`config.mk`:
```
export PLATFORM = sky130hd
export DESIGN_NAME = pipelined_controlpath
export DESIGN_NICKNAME = d
export VERILOG_FILES = /design/src/rtl/pipelined_controlpath.sv
export SDC_FILE = /design/constraint.sdc
export NUM_CORES = 1
export LEC_CHECK = 0
export BUFFER_PORTS_ARGS = -buffer_cell sky130_fd_sc_hd__buf_2
export CORE_MARGIN = 2
export CORE_UTILIZATION = 24
export DETAILED_ROUTE_END_ITERATION = 16
export GPL_TIMING_DRIVEN = 0
export PLACE_DENSITY_LB_ADDON = 0.05
export SETUP_SLACK_MARGIN = 0.1
export SYNTH_ARGS = -nofsm -noshare
export SYNTH_HDL_FRONTEND = slang
export SYNTH_SLANG_ARGS = --single-unit
```
`constraint.sdc`:
```
create_clock -name clk -period 2.3 [get_ports clk]
set_input_delay 0.115 -clock clk [delete_from_list [all_inputs] [get_ports clk]]
set_output_delay 0.115 -clock clk [all_outputs]
set_load 0.01 [all_outputs]
```
`src/rtl/pipelined_controlpath.sv`:
```
// pipelined_controlpath: one-entry instruction hold register with valid/ready
// acceptance, field decode for the vector ALU, and a per-register countdown
// scoreboard that withholds issue while a source or destination is in flight.
module pipelined_controlpath #(
  parameter  int REG_AW   = 4,
  parameter  int ALU_LAT  = 3,
  parameter  int ZERO_REG = 0,
  localparam int INSTR_W  = 9 + 6 * REG_AW
) (
  input  logic              clk,
  input  logic              reset_n,
  input  logic [INSTR_W-1:0] instruction,
  input  logic              instr_valid,
  output logic              instr_ready,
  output logic              program_counter_inc,
  input  logic              flush,
  input  logic              exec_ready,
  output logic              ctrl_valid,
  output logic [2:0]        alu_op,
  output logic              alu_form,
  output logic [1:0]        alu_vec_perci,
  output logic              const_c,
  output logic [REG_AW-1:0] alu_a_select,
  output logic [REG_AW-1:0] alu_b_select,
  output logic [REG_AW-1:0] alu_c_select,
  output logic [REG_AW-1:0] alu_d_select,
  output logic [REG_AW-1:0] alu_Y1_select,
  output logic [REG_AW-1:0] alu_Y2_select,
  output logic [1:0]        alu_write,
  output logic              copy_neg,
  output logic [REG_AW-1:0] copy_select,
  output logic [REG_AW-1:0] zero_reg
);

  localparam int NREG  = 1 << REG_AW;
  localparam int CNT_W = $clog2(ALU_LAT + 1);
  // MSB position of the first register-select field (a)
  localparam int F_TOP = INSTR_W - 8;
  localparam logic [REG_AW-1:0] ZERO_IDX = REG_AW'(ZERO_REG);
  localparam logic [CNT_W-1:0]  LAT_CNT  = CNT_W'(ALU_LAT);

  logic                 held_r;
  logic [INSTR_W-1:0]   instr_r;
  logic                 copy_neg_r;
  logic [REG_AW-1:0]    copy_select_r;
  logic [CNT_W-1:0]     cnt_r [NREG];
  logic [NREG-1:0]      busy_s;
  logic [NREG-1:0]      set_s;
  logic                 hazard_s;
  logic                 valid_s;
  logic                 issue_s;
  logic                 ready_s;
  logic                 accept_s;

  // Field outputs come straight from the hold register, so they stay stable
  // for as long as the instruction sits un-issued.
  assign alu_op        = instr_r[INSTR_W-1 -: 3];
  assign alu_form      = instr_r[INSTR_W-4];
  assign alu_vec_perci = instr_r[INSTR_W-5 -: 2];
  assign const_c       = instr_r[INSTR_W-7];
  assign alu_a_select  = instr_r[F_TOP            -: REG_AW];
  assign alu_b_select  = instr_r[F_TOP - REG_AW   -: REG_AW];
  assign alu_c_select  = instr_r[F_TOP - 2*REG_AW -: REG_AW];
  assign alu_d_select  = instr_r[F_TOP - 3*REG_AW -: REG_AW];
  assign alu_Y1_select = instr_r[F_TOP - 4*REG_AW -: REG_AW];
  assign alu_Y2_select = instr_r[F_TOP - 5*REG_AW -: REG_AW];
  assign alu_write     = instr_r[1:0];
  assign copy_neg      = copy_neg_r;
  assign copy_select   = copy_select_r;
  assign zero_reg      = ZERO_IDX;

  assign ctrl_valid          = valid_s;
  assign instr_ready         = ready_s;
  assign program_counter_inc = accept_s;

  // A register is busy while its countdown is nonzero; the zero register never is.
  always_comb begin
    busy_s = {NREG{1'b0}};
    for (int i = 0; i < NREG; i++) begin
      busy_s[i] = (cnt_r[i] != {CNT_W{1'b0}}) && (REG_AW'(i) != ZERO_IDX);
    end
  end

  // Hazard check on the held word, then issue/ready/accept handshake terms.
  always_comb begin
    hazard_s = held_r & (busy_s[alu_a_select] | busy_s[alu_b_select] |
                         (~const_c & busy_s[alu_c_select]) | busy_s[alu_d_select] |
                         (alu_write[0] & busy_s[alu_Y1_select]) |
                         (alu_write[1] & busy_s[alu_Y2_select]));
    valid_s  = held_r & ~hazard_s & ~flush;
    issue_s  = valid_s & exec_ready;
    // Gated by reset_n so nothing is accepted or pulsed while reset is asserted.
    ready_s  = reset_n & (~held_r | issue_s);
    accept_s = instr_valid & ready_s;
  end

  // Destinations whose countdown is (re)loaded by the instruction issuing now.
  always_comb begin
    set_s = {NREG{1'b0}};
    for (int i = 0; i < NREG; i++) begin
      set_s[i] = issue_s && (REG_AW'(i) != ZERO_IDX) &&
                 ((alu_write[0] && (alu_Y1_select == REG_AW'(i))) ||
                  (alu_write[1] && (alu_Y2_select == REG_AW'(i))));
    end
  end

  // Hold register: a new word replaces the issued/flushed one; copy fields decoded on entry.
  always_ff @(posedge clk or negedge reset_n) begin
    if (!reset_n) begin
      held_r        <= 1'b0;
      instr_r       <= {INSTR_W{1'b0}};
      copy_neg_r    <= 1'b0;
      copy_select_r <= {REG_AW{1'b0}};
    end else if (accept_s) begin
      held_r        <= 1'b1;
      instr_r       <= instruction;
      copy_neg_r    <= (instruction[INSTR_W-1 -: 3] == 3'b111) ? instruction[INSTR_W-4] : 1'b0;
      copy_select_r <= (instruction[INSTR_W-1 -: 3] == 3'b111) ? instruction[F_TOP -: REG_AW]
                                                               : {REG_AW{1'b0}};
    end else if (issue_s || flush) begin
      held_r <= 1'b0;
    end else begin
      held_r <= held_r;
    end
  end

  // Scoreboard countdowns: load on issue (load beats decrement), else count down to 0.
  always_ff @(posedge clk or negedge reset_n) begin
    if (!reset_n) begin
      for (int i = 0; i < NREG; i++) begin
        cnt_r[i] <= {CNT_W{1'b0}};
      end
    end else begin
      for (int i = 0; i < NREG; i++) begin
        if (set_s[i]) begin
          cnt_r[i] <= LAT_CNT;
        end else if (cnt_r[i] != {CNT_W{1'b0}}) begin
          cnt_r[i] <= cnt_r[i] - CNT_W'(1);
        end else begin
          cnt_r[i] <= cnt_r[i];
        end
      end
    end
  end

endmodule

```
==> flow_summary.yaml <==
sta:
  hold_viol: 0
  fin_ws_ps: -567
  period_needed_ps: 2870
  finalSetupViolations: 72
  rsz0062_at_grt: "yes"
  timing.final.crit_share_pct: 125
  skew_ps: 11.2
  max_slew_margin_pct: 51.8
  worst_pin_slew_ps: 717
  drv_slew: 0
  max_freq_mhz: 349
detailed_routing:
  drt_wl_total_microns: 18400
  vias: 4596
  drt-pass1-iter-count: 4
  vias_per_cell: 4.92
  avgRoutedWirePerCell_microns: 19.7
  drtIter0Drc: 350
  drc: 0
  postRouteAntennaNets: 0
floorplanning:
  die_x_microns: 150
  ios: 83
  die_y_microns: 150
  rows: 53
  dieArea_sq_mm: 0.0224
  coreArea_sq_mm: 0.0209
  initial_core_util_pct: 24.4
place:
  numPortBuffers: 78
  placed_area_sq_mm: 0.00589
  hpwl_microns: 13300
  dp_slack_ps: -629
  gp_congestion: 0.789
setup_path:
  criticalPathCategory: "flip-flop to output pin"
  regToRegSetupSlack_ps: -440
  critPathMaxFanout: 4
  worstPathArrival_ps: 2750
  critPathLaunchType: "flip-flop"
  r2r-end: "instr_r[8]"
  rr_worst_depth: 11
  r2r_start: "cnt_r[0]"
  cp.required_ps: 2180
  endpoint_kind: "output pin"
power_and_ir_drop:
  switching_power_uw: 3520
  p_comb_share_pct: 57.3
  vdd_drop_max_mv: 0.357
  p_leak_uw: 0.00302
  powerDensity_mw_per_mm2: 1250
  totalPowerFinal_uw: 8850
  intPower_uw: 5340
  clockPowerShare_pct: 18.3
  p_seq_share_pct: 24.4
  switching_share_pct: 39.7
logic_synthesis:
  synth.distinct_cells: 56
  synth_edf_count: 0
  synth_top_family_by_area: "compound AO/OA/AOI/OAI gates"
  synth_compound_area_share_pct: 16.9
  ys.flop_type: "dfrtp_1"
  synth_cells: 521
  synthSimpleGateAreaFrac_pct: 16.2
  synth_seq_cells: 69
  syn_avg_cell_area_sq_um: 9.77
  synth_warnings: 0
  netlist_area_sq_mm: 0.00509
  yosys.area_share.adder_pct: 7.13
  async_flop_share_pct: 100
  yosysSeqAreaShare_pct: 33.9
  yosys-mux-area-fraction_pct: 11.9
  synth-xor-area-share_pct: 2.58
layout:
  insertedDiodeCount: 0
  fin_area_sq_mm: 0.00707
  final_layout_size_suffix_gt1_share_pct: 43.6
  fin_nets: 722
  area_growth_pct: 38.9
hold_path:
  min_to: "instr_r[26]"
  hold_path.class: "input pin to flip-flop"
  min_path_cells: 3
  min-delay-start: "instruction[26]"
global_route:
  grt-ovfl-total: 0
  grtUsageTotal_pct: 17.0
  grt_max_degree: 41
  grt_antenna_before_repair: 0
  grt_pass1_wl_microns: 27900
  grt_pass1_vias: 4627
cts:
  cts_root_buf: "clkbuf_16"
  clock_latency_ps: 350
  clock_sinks: 69
  cts_tree: "yes"
  clk_pin_slew_ps: 70
  clock_path_buffers: 2
  cts_made_buffers: 9
  h-tree-depth: 3
run:
  max-cap-violations: 0
run_status:
  outcome: "complete, but fails checks"
  violations: "setup timing"
==> flip-flops by register name, summed over array words and instances, names as in the netlist <==
name,count
cnt_r,30
copy_neg,1
copy_select,4
held_r,1
instr_r,33
==> critical path: stages, from the launching register on <==
cell and delay, ps:
dfrtp_1 360, inv_2 60, ha_4 160, mux4_2 490, a22o_1 230, a311o_1 290, and4_4 170, a31oi_4 270
and2b_2 260, buf_6 110
==> synthesized netlist by cell type, types with 8 or more instances <==
| master | number | area (sq um) |
|---|---|---|
| o21ai_0 | 29 | 145 |
| mux2_2 | 13 | 146 |
| o221ai_1 | 24 | 210 |
| nor3b_1 | 8 | 60.1 |
| ha_1 | 29 | 363 |
| inv_1 | 35 | 131 |
| a22oi_1 | 19 | 143 |
| nand2_1 | 114 | 428 |
| mux4_2 | 16 | 360 |
| xor2_1 | 15 | 131 |
| o211ai_1 | 10 | 75.1 |
| mux2i_1 | 10 | 100 |
| nor2_1 | 10 | 37.5 |
| dfrtp_1 | 69 | 1730 |
| clkbuf_8 | 17 | 234 |
==> per-stage QoR <==
| stage | utilization, % | setup TNS [ps] | instances | hold slack, ps |
|---|---|---|---|---|
| after global placement | 28.1 | -48310 | 877 | 417 |
| after floorplan | - | 0 | 524 | -181 |
| final | 33.8 | -18160 | 935 | 55.9 |
| after CTS | 33.0 | -20270 | 924 | 52.6 |
| after detailed placement | 28.2 | -30560 | 878 | 132 |
| after global routing | 33.8 | -25420 | 935 | 62.6 |
==> power by group through the flow <==
| stage | Clock (uW) | Combinational (uW) | Sequential, uW |
|---|---|---|---|
| 2_1_floorplan | 0 | 2870 | 2150 |
| 3_3_place_gp | 0 | 4060 | 2170 |
| 3_5_place_dp | 0 | 4120 | 2180 |
| 4_1_cts | 1660 | 4960 | 2160 |
| 5_1_grt | 1720 | 5610 | 2230 |
| 6_report | 1620 | 5070 | 2160 |
==> layout make-up <==
class	instances	area (sq um)
plain buffers	46	509
clock buffers	11	253
clock inverters	5	82.6
fillers	2164	13800
inverters	35	131
multi-input cells	374	3200
flip-flops and latches	69	1730
well taps	275	344
repair buffers	120	826
==> per-layer routing <==
| metal | GRT usage, % | routed length (microns) | vias up |
|---|---|---|---|
| met5 | 0 | 0 | - |
| li1 | - | - | 2154 |
| met3 | 2.62 | 713 | 16 |
| met1 | 24.1 | 9060 | 2314 |
| met2 | 26.6 | 8370 | 112 |
| met4 | 5.10 | 259 | 0 |
==> how the worst max path moves through the flow <==
stage	depth (start not counted)	end	start	slack [ps]
4_1_cts	9	instr_ready	cnt_r[0]	-620
6_report	9	instr_ready	cnt_r[0]	-570
3_3_place_gp	6	instr_r[9]	reset_n	-1430
3_5_place_dp	7	instr_r[9]	reset_n	-630
5_1_grt	9	instr_ready	cnt_r[8]	-650
2_1_floorplan	9	instr_r[0]	cnt_r[0]	20
==> cells by family (layout without fill, tap and decap cells) <==
| logic type | count (synthesis) | count (layout) |
|---|---|---|
| compound gates | 112 | 112 |
| xor+xnor | 15 | 15 |
| fa+ha+maj | 29 | 29 |
| buf+inv | 81 | 217 |
| flops | 69 | 69 |
| mux | 39 | 39 |
| other cells | 1 | 4 |
| simple gates | 175 | 175 |
==> repair_timing <==
item                       4_1_cts  5_1_grt
pin swaps                       30       15
gates resized for setup         93       32
setup endpoints to repair       72       72
hold buffers                     2        0
gates cloned                     2        1
setup buffers                   26       11
hold endpoints to repair        32        0
==> layout by cell type, fill, tap and decap left out, types with 4 or more instances in the layout <==
master,netlist,layout
o311ai_0,6,4
dfrtp_1,69,67
a31oi_1,4,4
buf_2,6,78
mux2i_1,10,9
nand2_1,114,114
and3_1,7,7
buf_6,7,21
o221ai_1,24,12
nor2_1,10,8
a22oi_1,19,17
mux2_2,13,13
inv_2,0,16
or4_1,6,5
inv_1,35,19
nor3b_1,8,6
clkbuf_8,17,21
o211ai_1,10,10
o21ai_0,29,29
buf_4,4,31
mux4_2,16,16
clkbuf_16,0,9
xor2_1,15,15
nor2b_1,5,5
conb_1,1,4
ha_2,0,11
ha_4,0,16
o221ai_2,4,15
Note: power is estimated with default switching activity, not from simulation.
